File: src/rtl/mips_pkg.sv
// Shared definitions for the MIPS fetch front end: FSM state encoding,
// instruction size, default trap entry point and next-PC source selector.
package mips_pkg;

    localparam logic [1:0] ST_BOOT = 2'd0;
    localparam logic [1:0] ST_RUN  = 2'd1;
    localparam logic [1:0] ST_TRAP = 2'd2;
    localparam logic [1:0] ST_HALT = 2'd3;

    localparam int          INSTR_BYTES    = 4;
    localparam logic [31:0] DEF_EXC_VECTOR = 32'h0000_0080;

    // Where the next PC comes from; HOLD keeps the current value.
    typedef enum logic [2:0] {
        SRC_HOLD,
        SRC_SEQ,
        SRC_BRANCH,
        SRC_JUMP,
        SRC_JREG,
        SRC_EXC,
        SRC_EPC
    } pc_src_e;

    // A byte address is a legal fetch target only on a word boundary.
    function automatic logic word_aligned(input logic [1:0] lsbs);
        return lsbs == 2'b00;
    endfunction

endpackage

File: src/rtl/pc_sequencer_if.sv
// Redirect requests into the PC sequencer and fetch-side status out of it.
interface pc_sequencer_if #(
    parameter int ADDR_WIDTH = 32
);
    logic                  Stall;
    logic                  Branch_Taken;
    logic [ADDR_WIDTH-1:0] Branch_Offset;
    logic                  Jump;
    logic [25:0]           Jump_Index;
    logic                  Jump_Reg;
    logic [ADDR_WIDTH-1:0] Jump_Reg_Target;
    logic                  Exception;
    logic                  Eret;
    logic                  Halt;
    logic                  Resume;

    logic [ADDR_WIDTH-1:0] PC;
    logic [ADDR_WIDTH-1:0] PC_Plus4;
    logic                  PC_Valid;
    logic [ADDR_WIDTH-1:0] EPC;
    logic                  Misaligned;
    logic [1:0]            State;

    // Requesters (decode/execute/exception unit) drive redirects.
    modport master (
        output Stall, Branch_Taken, Branch_Offset, Jump, Jump_Index,
               Jump_Reg, Jump_Reg_Target, Exception, Eret, Halt, Resume,
        input  PC, PC_Plus4, PC_Valid, EPC, Misaligned, State
    );

    // The sequencer consumes redirects and publishes the fetch PC.
    modport slave (
        input  Stall, Branch_Taken, Branch_Offset, Jump, Jump_Index,
               Jump_Reg, Jump_Reg_Target, Exception, Eret, Halt, Resume,
        output PC, PC_Plus4, PC_Valid, EPC, Misaligned, State
    );

endinterface

File: src/rtl/pc_next_mux.sv
// Combinational next-PC computation: target arithmetic plus the
// priority decode of redirect requests for the current FSM state.
module pc_next_mux
    import mips_pkg::*;
#(
    parameter int                    ADDR_WIDTH = 32,
    parameter logic [ADDR_WIDTH-1:0] EXC_VECTOR = ADDR_WIDTH'(DEF_EXC_VECTOR)
) (
    input  logic [1:0]            state_i,
    input  logic [ADDR_WIDTH-1:0] pc_i,
    input  logic [ADDR_WIDTH-1:0] epc_i,
    input  logic                  stall_i,
    input  logic                  branch_taken_i,
    input  logic [ADDR_WIDTH-1:0] branch_offset_i,
    input  logic                  jump_i,
    input  logic [25:0]           jump_index_i,
    input  logic                  jump_reg_i,
    input  logic [ADDR_WIDTH-1:0] jump_reg_target_i,
    input  logic                  exception_i,
    input  logic                  eret_i,
    input  logic                  halt_i,
    input  logic                  resume_i,
    output logic [ADDR_WIDTH-1:0] pc_plus4_o,
    output logic [ADDR_WIDTH-1:0] next_pc_o,
    output logic                  take_trap_o,
    output logic                  misaligned_o,
    output logic                  enter_halt_o,
    output logic                  leave_halt_o
);

    pc_src_e               src;
    logic [ADDR_WIDTH-1:0] branch_target;
    logic [ADDR_WIDTH-1:0] jump_target;
    logic                  jr_bad;

    // Sequential and relative targets all wrap modulo 2^ADDR_WIDTH.
    assign pc_plus4_o    = pc_i + ADDR_WIDTH'(INSTR_BYTES);
    assign branch_target = pc_plus4_o + (branch_offset_i << 2);
    assign jump_target   = {pc_plus4_o[ADDR_WIDTH-1:28], jump_index_i, 2'b00};
    assign jr_bad        = jump_reg_i && !word_aligned(jump_reg_target_i[1:0]);

    // Priority decode; only RUN honours ordinary redirects, HALT only
    // reacts to Exception/Resume, BOOT and TRAP ignore everything.
    always_comb begin
        src          = SRC_HOLD;
        take_trap_o  = 1'b0;
        misaligned_o = 1'b0;
        enter_halt_o = 1'b0;
        leave_halt_o = 1'b0;
        case (state_i)
            ST_RUN: begin
                if (exception_i) begin
                    src         = SRC_EXC;
                    take_trap_o = 1'b1;
                end else if (jr_bad) begin
                    src          = SRC_EXC;
                    take_trap_o  = 1'b1;
                    misaligned_o = 1'b1;
                end else if (eret_i) begin
                    src = SRC_EPC;
                end else if (halt_i) begin
                    enter_halt_o = 1'b1;
                end else if (stall_i) begin
                    src = SRC_HOLD;
                end else if (jump_reg_i) begin
                    src = SRC_JREG;
                end else if (jump_i) begin
                    src = SRC_JUMP;
                end else if (branch_taken_i) begin
                    src = SRC_BRANCH;
                end else begin
                    src = SRC_SEQ;
                end
            end
            ST_HALT: begin
                if (exception_i) begin
                    src         = SRC_EXC;
                    take_trap_o = 1'b1;
                end else if (resume_i) begin
                    leave_halt_o = 1'b1;
                end
            end
            default: src = SRC_HOLD;
        endcase
    end

    // Map the selected source onto an address.
    always_comb begin
        next_pc_o = pc_i;
        case (src)
            SRC_SEQ:    next_pc_o = pc_plus4_o;
            SRC_BRANCH: next_pc_o = branch_target;
            SRC_JUMP:   next_pc_o = jump_target;
            SRC_JREG:   next_pc_o = jump_reg_target_i;
            SRC_EXC:    next_pc_o = EXC_VECTOR;
            SRC_EPC:    next_pc_o = epc_i;
            default:    next_pc_o = pc_i;
        endcase
    end

endmodule

File: src/rtl/pc_sequencer.sv
// Fetch program counter: PC/EPC registers, boot/run/trap/halt FSM and
// the misaligned-JR pulse. Target selection lives in pc_next_mux.
module pc_sequencer
    import mips_pkg::*;
#(
    parameter int                    ADDR_WIDTH   = 32,  // must be >= 32
    parameter logic [ADDR_WIDTH-1:0] RESET_VECTOR = ADDR_WIDTH'(32'h0000_0000),
    parameter logic [ADDR_WIDTH-1:0] EXC_VECTOR   = ADDR_WIDTH'(DEF_EXC_VECTOR)
) (
    input  logic           CLK,
    input  logic           RST,
    pc_sequencer_if.slave  bus
);

    logic [ADDR_WIDTH-1:0] pc_q, pc_d;
    logic [ADDR_WIDTH-1:0] epc_q, epc_d;
    logic [1:0]            state_q, state_d;
    logic                  mis_q, mis_d;

    logic [ADDR_WIDTH-1:0] pc_plus4;
    logic [ADDR_WIDTH-1:0] next_pc;
    logic                  take_trap;
    logic                  misaligned;
    logic                  enter_halt;
    logic                  leave_halt;

    pc_next_mux #(
        .ADDR_WIDTH (ADDR_WIDTH),
        .EXC_VECTOR (EXC_VECTOR)
    ) u_next (
        .state_i           (state_q),
        .pc_i              (pc_q),
        .epc_i             (epc_q),
        .stall_i           (bus.Stall),
        .branch_taken_i    (bus.Branch_Taken),
        .branch_offset_i   (bus.Branch_Offset),
        .jump_i            (bus.Jump),
        .jump_index_i      (bus.Jump_Index),
        .jump_reg_i        (bus.Jump_Reg),
        .jump_reg_target_i (bus.Jump_Reg_Target),
        .exception_i       (bus.Exception),
        .eret_i            (bus.Eret),
        .halt_i            (bus.Halt),
        .resume_i          (bus.Resume),
        .pc_plus4_o        (pc_plus4),
        .next_pc_o         (next_pc),
        .take_trap_o       (take_trap),
        .misaligned_o      (misaligned),
        .enter_halt_o      (enter_halt),
        .leave_halt_o      (leave_halt)
    );

    // Next-state logic: BOOT and TRAP last one cycle; traps capture the
    // address of the fetch that faulted.
    always_comb begin
        state_d = state_q;
        pc_d    = next_pc;
        epc_d   = take_trap ? pc_q : epc_q;
        mis_d   = misaligned;
        case (state_q)
            ST_BOOT: state_d = ST_RUN;
            ST_RUN: begin
                if (take_trap)       state_d = ST_TRAP;
                else if (enter_halt) state_d = ST_HALT;
            end
            ST_TRAP: state_d = ST_RUN;
            ST_HALT: begin
                if (take_trap)       state_d = ST_TRAP;
                else if (leave_halt) state_d = ST_RUN;
            end
            default: state_d = ST_BOOT;
        endcase
    end

    // State registers; reset overrides any request on the same edge.
    always_ff @(posedge CLK) begin
        if (RST) begin
            pc_q    <= RESET_VECTOR;
            epc_q   <= '0;
            state_q <= ST_BOOT;
            mis_q   <= 1'b0;
        end else begin
            pc_q    <= pc_d;
            epc_q   <= epc_d;
            state_q <= state_d;
            mis_q   <= mis_d;
        end
    end

    assign bus.PC         = pc_q;
    assign bus.PC_Plus4   = pc_plus4;
    assign bus.EPC        = epc_q;
    assign bus.Misaligned = mis_q;
    assign bus.State      = state_q;
    assign bus.PC_Valid   = (state_q == ST_RUN) && !bus.Stall;

endmodule

File: src/flat_wrapper.sv
// flat-port wrapper written by rule: the top's interface ports become plain ports
module pc_sequencer_flat import mips_pkg::*;
#(
    parameter int                    ADDR_WIDTH   = 32,                  
    parameter logic [ADDR_WIDTH-1:0] RESET_VECTOR = ADDR_WIDTH'(32'h0000_0000),
    parameter logic [ADDR_WIDTH-1:0] EXC_VECTOR   = ADDR_WIDTH'(DEF_EXC_VECTOR)
)
  (CLK, RST, bus_Stall, bus_Branch_Taken, bus_Branch_Offset, bus_Jump, bus_Jump_Index, bus_Jump_Reg, bus_Jump_Reg_Target, bus_Exception, bus_Eret, bus_Halt, bus_Resume, bus_PC, bus_PC_Plus4, bus_PC_Valid, bus_EPC, bus_Misaligned, bus_State);
  pc_sequencer_if #(.ADDR_WIDTH(ADDR_WIDTH)) bus_i ();
  input  logic CLK;
  input  logic RST;
  input wire logic [$bits(bus_i.Stall)-1:0] bus_Stall;
  input wire logic [$bits(bus_i.Branch_Taken)-1:0] bus_Branch_Taken;
  input wire logic [$bits(bus_i.Branch_Offset)-1:0] bus_Branch_Offset;
  input wire logic [$bits(bus_i.Jump)-1:0] bus_Jump;
  input wire logic [$bits(bus_i.Jump_Index)-1:0] bus_Jump_Index;
  input wire logic [$bits(bus_i.Jump_Reg)-1:0] bus_Jump_Reg;
  input wire logic [$bits(bus_i.Jump_Reg_Target)-1:0] bus_Jump_Reg_Target;
  input wire logic [$bits(bus_i.Exception)-1:0] bus_Exception;
  input wire logic [$bits(bus_i.Eret)-1:0] bus_Eret;
  input wire logic [$bits(bus_i.Halt)-1:0] bus_Halt;
  input wire logic [$bits(bus_i.Resume)-1:0] bus_Resume;
  output wire logic [$bits(bus_i.PC)-1:0] bus_PC;
  output wire logic [$bits(bus_i.PC_Plus4)-1:0] bus_PC_Plus4;
  output wire logic [$bits(bus_i.PC_Valid)-1:0] bus_PC_Valid;
  output wire logic [$bits(bus_i.EPC)-1:0] bus_EPC;
  output wire logic [$bits(bus_i.Misaligned)-1:0] bus_Misaligned;
  output wire logic [$bits(bus_i.State)-1:0] bus_State;
  assign bus_i.Stall = bus_Stall;
  assign bus_i.Branch_Taken = bus_Branch_Taken;
  assign bus_i.Branch_Offset = bus_Branch_Offset;
  assign bus_i.Jump = bus_Jump;
  assign bus_i.Jump_Index = bus_Jump_Index;
  assign bus_i.Jump_Reg = bus_Jump_Reg;
  assign bus_i.Jump_Reg_Target = bus_Jump_Reg_Target;
  assign bus_i.Exception = bus_Exception;
  assign bus_i.Eret = bus_Eret;
  assign bus_i.Halt = bus_Halt;
  assign bus_i.Resume = bus_Resume;
  assign bus_PC = bus_i.PC;
  assign bus_PC_Plus4 = bus_i.PC_Plus4;
  assign bus_PC_Valid = bus_i.PC_Valid;
  assign bus_EPC = bus_i.EPC;
  assign bus_Misaligned = bus_i.Misaligned;
  assign bus_State = bus_i.State;
  pc_sequencer #(.ADDR_WIDTH(ADDR_WIDTH), .RESET_VECTOR(RESET_VECTOR), .EXC_VECTOR(EXC_VECTOR)) u_core (.CLK(CLK), .RST(RST), .bus(bus_i));
endmodule
File: config.mk
export PLATFORM = sky130hd
export DESIGN_NAME = pc_sequencer_flat
export DESIGN_NICKNAME = d
export VERILOG_FILES = /design/src/rtl/mips_pkg.sv /design/src/rtl/pc_sequencer_if.sv /design/src/rtl/pc_next_mux.sv /design/src/rtl/pc_sequencer.sv /design/src/flat_wrapper.sv
export SDC_FILE = /design/constraint.sdc
export NUM_CORES = 1
export LEC_CHECK = 0
export CORE_MARGIN = 3
export CORE_UTILIZATION = 50
export DETAILED_ROUTE_END_ITERATION = 10
export GPL_TIMING_DRIVEN = 0
export PLACE_DENSITY = 0.9
export SLEW_MARGIN = 20
export SYNTH_ARGS = -nofsm -noshare
export SYNTH_HDL_FRONTEND = slang
export SYNTH_SLANG_ARGS = --single-unit
File: constraint.sdc
create_clock -name CLK -period 7.46 [get_ports CLK]
set_clock_uncertainty 0.15 [all_clocks]
set_input_delay 2.238 -clock CLK [delete_from_list [all_inputs] [get_ports CLK]]
set_output_delay 2.238 -clock CLK [all_outputs]
set_load 0.02 [all_outputs]
# After elaboration in Yosys (flattened, before gate mapping)

Index checks and enable logic that the tools add are counted.

Register bits after elaboration: 67
Bits in latches: 0
RAM bits: 0
ROM bits: 0
Input bits: 100
Output and inout port bits: 100
Word-level logic and storage cells: 56
Memories: 0

$add $sub $neg: 2
Multipliers: 0
Div/mod/pow operators: 0
$lt $le $gt $ge: 0
Equal/unequal tests: 11
Shift operators: 0
Muxes and demuxes: 28
Bitwise gates (word level): 1
Reductions and logical operators: 10

Operators with widths:

| operator              | number |
|---|---|
| $pmux 32 s6           | 1 |
| $add 32x3->32 const B | 1 |
| $add 32x32->32        | 1 |
| $mux 3                | 7 |
| $mux 2                | 6 |
| $mux 1                | 11 |
| $eq 3x3->1 const B    | 3 |
| $eq 3x2->1 const B    | 2 |
| $ne 3x1->1 const B    | 2 |
| $pmux 2 s3            | 1 |
| $pmux 3 s2            | 1 |
| $reduce_bool 6->1     | 1 |
| $eq 2x2->1 const B    | 2 |
| $logic_not 2->1       | 2 |
| $eq 3x1->1 const B    | 1 |
| $reduce_or 3->1       | 1 |
| $eq 2x1->1 const B    | 1 |
| $logic_and 1x1->1     | 2 |
| $logic_not 1->1       | 2 |
| $pmux 1 s2            | 1 |
| $reduce_and 2->1      | 1 |
| $reduce_or 2->1       | 1 |
| $not 1->1             | 1 |

# Logic depth before layout (Yosys ltp)

Word-level depth: 11
Mapped depth: 16
Depth with buffers taken out: 15

# By module

A second synthesis with hierarchy kept.

Cells, all modules: 700
Area, all modules: 5502.8 sq um

By module, submodules not included:

| module       | instances | cells an instance | area an instance (sq um) | sequential area each (sq um) |
|---|---|---|---|---|
| pc_next_mux  | 1         | 519               | 3367.0                   | 0.0 |
| pc_sequencer | 1         | 181               | 2135.8                   | 1341.3 |

# Worst setup path before layout

No wires, ideal clock.

Kind: input to output
Start: input port bus_Stall
End: output port bus_PC_Valid
Arrival time: 2.531 ns
Required time: 5.072 ns
Slack: 2.541 ns
Stages: 1
Buffers on the path: 0
Cell sequence: nor2_1

Longest elaborated chain between the ends: 2

RTL lines:

| item              | line               | RTL |
|---|---|---|
| start, declared   | flat_wrapper.sv:12 | `input wire logic [$bits(bus_i.Stall)-1:0] bus_Stall;` |
| $logic_not 1->1   | pc_sequencer.sv:95 | `assign bus.PC_Valid = (state_q == ST_RUN) && !bus.Stall;` |
| $logic_and 1x1->1 | pc_sequencer.sv:95 |  |
| end, declared     | flat_wrapper.sv:25 | `output wire logic [$bits(bus_i.PC_Valid)-1:0] bus_PC_Valid;` |

No other way between the ends.

# Final worst setup path

Start: register u_core.pc_q[10], in the netlist u_core.bus.PC[10]
End: output port bus_PC_Plus4[27]

Longest elaborated chain between the ends: 1

RTL lines:

| item                   | line               | RTL |
|---|---|---|
| start, declared        | pc_sequencer.sv:15 | `logic [ADDR_WIDTH-1:0] pc_q, pc_d;` |
| start signal, assigned | pc_sequencer.sv:83 | `pc_q <= pc_d;` |
| $add 32x3->32          | pc_next_mux.sv:37  | `assign pc_plus4_o = pc_i + ADDR_WIDTH'(INSTR_BYTES);` |
| end, declared          | flat_wrapper.sv:24 | `output wire logic [$bits(bus_i.PC_Plus4)-1:0] bus_PC_Plus4;` |

No other way between the ends.

==> impl_metrics.sql <==
INSERT INTO impl_metrics (metric_group, metric, value, unit) VALUES
('cts', 'postCtsSetupBuffers', '0', ''),
('cells_and_area', 'postLayoutCoreUtil', '74.0', '%'),
('detailed_routing', 'first_pass_iters', '6', ''),
('cts', 'cts_resized', '0', ''),
('worst_setup_path', 'worst-path-max-fanout', '7', ''),
('global_route', 'grt_pass1_wl', '38600', 'um'),
('cells_and_area', 'design.final.nets', '1165', ''),
('die', 'ioPinCount', '200', ''),
('cells_and_area', 'filler_cell_count', '901', ''),
('worst_setup_path', 'crit_top_cell', 'sky130_fd_sc_hd__and4_2', ''),
('power', 'cellPowerDensity', '184', 'nW/um2'),
('min_path', 'worst_hold_startpoint', 'u_core.bus.EPC[6]', ''),
('cts', 'cts_buffer_depth', '2', ''),
('timing', 'timing.final.setup_violations', '0', ''),
('worst_setup_path', 'timing_worst_setup_path_type', 'reg -> out', ''),
('synthesis', 'dominantRegCellSynth', 'sky130_fd_sc_hd__dfxtp_1', ''),
('die', 'chipHeight', '114', 'um'),
('worst_setup_path', 'crit_path_top_delay_cell', 'sky130_fd_sc_hd__nor4_1', ''),
('synthesis', 'synth-edff-count', '0', ''),
('global_route', 'globalRoute.totalOverflow', '0', ''),
('timing', 'max_freq', '164', 'MHz'),
('cells_and_area', 'finalNonFillerCells', '1173', ''),
('run_status', 'status', 'finished clean', ''),
('die', 'fp.dieW', '114', 'um'),
('worst_setup_path', 'r2r-start', 'u_core.bus.PC[2]', ''),
('cts', 'worst_setup_hold_path_clk_slew', '50', 'ps'),
('power', 'finalPower', '1.51', 'mW'),
('synthesis', 'syn-cell-area', '5800', 'um2'),
('die', 'row_cnt', '38', ''),
('global_route', 'grt_use_total', '38.0', '%'),
('timing', 'slew-limit-headroom', '26.9', '%'),
('worst_setup_path', 'worstSetupStartpoint', 'u_core.bus.PC[10]', ''),
('cts', 'h-tree-depth', '3', ''),
('synthesis', 'synth_cells', '822', ''),
('job', 'maximum_capacitance_violations', '0', ''),
('power', 'power.static_leakage', '3.15', 'nW'),
('worst_setup_path', 'worst_setup_path_start_kind', 'flip-flop', ''),
('global_route', 'antenna_found_initial', '0', ''),
('synthesis', 'seq_area_frac_synth', '23.1', '%'),
('synthesis', 'ys_async_sr_fraction', '0', '%'),
('global_route', 'number_of_global_route_vias_before_repair', '7144', ''),
('timing', 'timing_max_transition_violations_final', '0', ''),
('placement', 'place.detailed.hpwl', '19500', 'um'),
('placement', 'gp_congestion', '1.05', ''),
('worst_setup_path', 'worstPathArrival', '3710', 'ps'),
('detailed_routing', 'routedWlPerCell', '21.9', 'um'),
('synthesis', 'synth_cell_type_count', '69', ''),
('detailed_routing', 'route.antenna.remaining_nets', '0', ''),
('cells_and_area', 'layout-area-overhead-vs-synth', '41.4', '%'),
('synthesis', 'post_synth.cell_area_avg', '7.05', 'um2'),
('cts', 'clock_tree.root_cell', 'sky130_fd_sc_hd__clkbuf_16', ''),
('min_path', 'min_path_type', 'reg -> reg', ''),
('cells_and_area', 'diodes', '0', ''),
('worst_setup_path', 'critPathMaxStageDelay', '960', 'ps'),
('timing', 'fin_crit_sh', '81.7', '%'),
('synthesis', 'yosys_warnings', '0', ''),
('detailed_routing', 'final_routed_drc_violation_total', '0', ''),
('die', 'initial_utilization', '52.3', '%'),
('detailed_routing', 'total_via_count_in_the_routed_design', '7776', ''),
('placement', 'dp_slack', '1660', 'ps'),
('die', 'core-area', '11100', 'um2'),
('cts', 'cts_tree', 'done', ''),
('die', 'floorplan.die_area', '12900', 'um2'),
('power', 'ir_worst_vdd', '0.135', 'mV'),
('global_route', 'grt_start_max_net_pins', '11', ''),
('timing', 'shortest_period_the_worst_path_allows', '6090', 'ps'),
('detailed_routing', 'detailedRoute.firstIterationViolations', '1139', ''),
('synthesis', 'postSynthRegisterBits', '67', ''),
('timing', 'worst-slew-pin-transition', '1090', 'ps'),
('timing', 'sum_neg_setup_slack', '0', 'ps'),
('worst_setup_path', 'worstSetupEndpointType', 'output port', '');
==> critical path: cells and delay by family, from the launching register on <==
| family | cells | cell delay [ps] |
|---|---|---|
| XOR/XNOR | 1 | 330 |
| AND/OR/NAND/NOR | 5 | 1880 |
| flip-flops | 1 | 490 |
| buffers and inverters | 1 | 670 |
==> synth_stat cells (8+ instances only) <==
| library cell | instances | area, um2 |
|---|---|---|
| sky130_fd_sc_hd__a211oi_1 | 18 | 135 |
| sky130_fd_sc_hd__a21o_1 | 15 | 113 |
| sky130_fd_sc_hd__a21oi_1 | 94 | 470 |
| sky130_fd_sc_hd__and3_1 | 8 | 50.1 |
| sky130_fd_sc_hd__clkbuf_1 | 37 | 139 |
| sky130_fd_sc_hd__dfxtp_1 | 67 | 1340 |
| sky130_fd_sc_hd__ha_1 | 35 | 438 |
| sky130_fd_sc_hd__inv_1 | 15 | 56.3 |
| sky130_fd_sc_hd__nand2_1 | 136 | 510 |
| sky130_fd_sc_hd__nand3_1 | 29 | 145 |
| sky130_fd_sc_hd__nand4_1 | 11 | 68.8 |
| sky130_fd_sc_hd__nor2_1 | 89 | 334 |
| sky130_fd_sc_hd__nor3_1 | 25 | 125 |
| sky130_fd_sc_hd__o211ai_1 | 17 | 128 |
| sky130_fd_sc_hd__o21a_1 | 13 | 97.6 |
| sky130_fd_sc_hd__o21ai_0 | 38 | 190 |
| sky130_fd_sc_hd__o31ai_1 | 11 | 82.6 |
| sky130_fd_sc_hd__xnor2_1 | 28 | 245 |
| sky130_fd_sc_hd__xor2_1 | 16 | 140 |
==> per-layer routing <==
metal	up-vias	wire, um	GRT usage, %	part of all wire (%)
li1	3418	-	-	-
met1	3518	9540	50.5	37
met2	712	11000	58.2	43
met3	128	3790	8.81	15
met4	0	1410	17.9	5.5
met5	-	0	0	0
==> power breakdown <==
group	internal [mW]	switching, mW	total (mW)
registers	0.386	0.0463	0.432
clock network	0.231	0.163	0.393
logic	0.283	0.398	0.681
total	0.899	0.607	1.51
==> area by class of cell <==
| cell class | count | area [um2] | share of cell area [%] |
|---|---|---|---|
| flip-flops and latches | 67 | 1340 | 16.4 |
| inverters | 15 | 56.3 | 0.687 |
| repair buffers | 196 | 1960 | 23.9 |
| well taps | 140 | 175 | 2.14 |
| multi-input cells | 690 | 4190 | 51.2 |
| clock buffers | 12 | 246 | 3.01 |
| clock inverters | 3 | 15.0 | 0.183 |
| plain buffers | 50 | 205 | 2.50 |
==> stage by stage <==
stage          hold WS, ps  instance area, um2
3_3_place_gp           312                7930
2_1_floorplan          394                5800
4_1_cts                319                8200
6_report               325                8200
3_5_place_dp           314                7930
5_1_grt                349                8200
==> cell families after synthesis <==
group / after synthesis / synth area share (%)
fa+ha+maj: 36 / 7.90
buf+inv: 65 / 4.51
xor+xnor: 46 / 7.40
simple gates: 340 / 27.2
flops: 67 / 23.1
compound gates: 265 / 29.3
mux: 3 / 0.540
==> registers in the layout, summed over array words and instances (netlist names) <==
| name | count |
|---|---|
| u_core.bus.PC | 32 |
| u_core.bus.EPC | 32 |
| u_core.bus.State | 2 |
| u_core.bus.Misaligned | 1 |
==> placed cells by master (no fill, tap or decap), types with 16 or more instances in the layout <==
master / count
sky130_fd_sc_hd__clkdlybuf4s50_1: 196
sky130_fd_sc_hd__nand2_1: 136
sky130_fd_sc_hd__nor2_1: 89
sky130_fd_sc_hd__clkbuf_1: 39
sky130_fd_sc_hd__xor2_1: 16
sky130_fd_sc_hd__nor3_1: 25
sky130_fd_sc_hd__o21ai_0: 38
sky130_fd_sc_hd__ha_1: 35
sky130_fd_sc_hd__nand3_1: 29
sky130_fd_sc_hd__a21oi_1: 94
sky130_fd_sc_hd__a211oi_1: 18
sky130_fd_sc_hd__o211ai_1: 17
sky130_fd_sc_hd__xnor2_1: 28
sky130_fd_sc_hd__dfxtp_1: 67
==> final timing paths <==
check	endpoint	slack, ps	cells past startpoint
max	bus_PC_Plus4[27]	1370	7
min	u_core.bus.EPC[6]	320	2
max reg2reg	u_core.bus.PC[25]	2610	13
min reg2reg	u_core.bus.EPC[6]	320	2
Power figures use the tool's default switching activity.
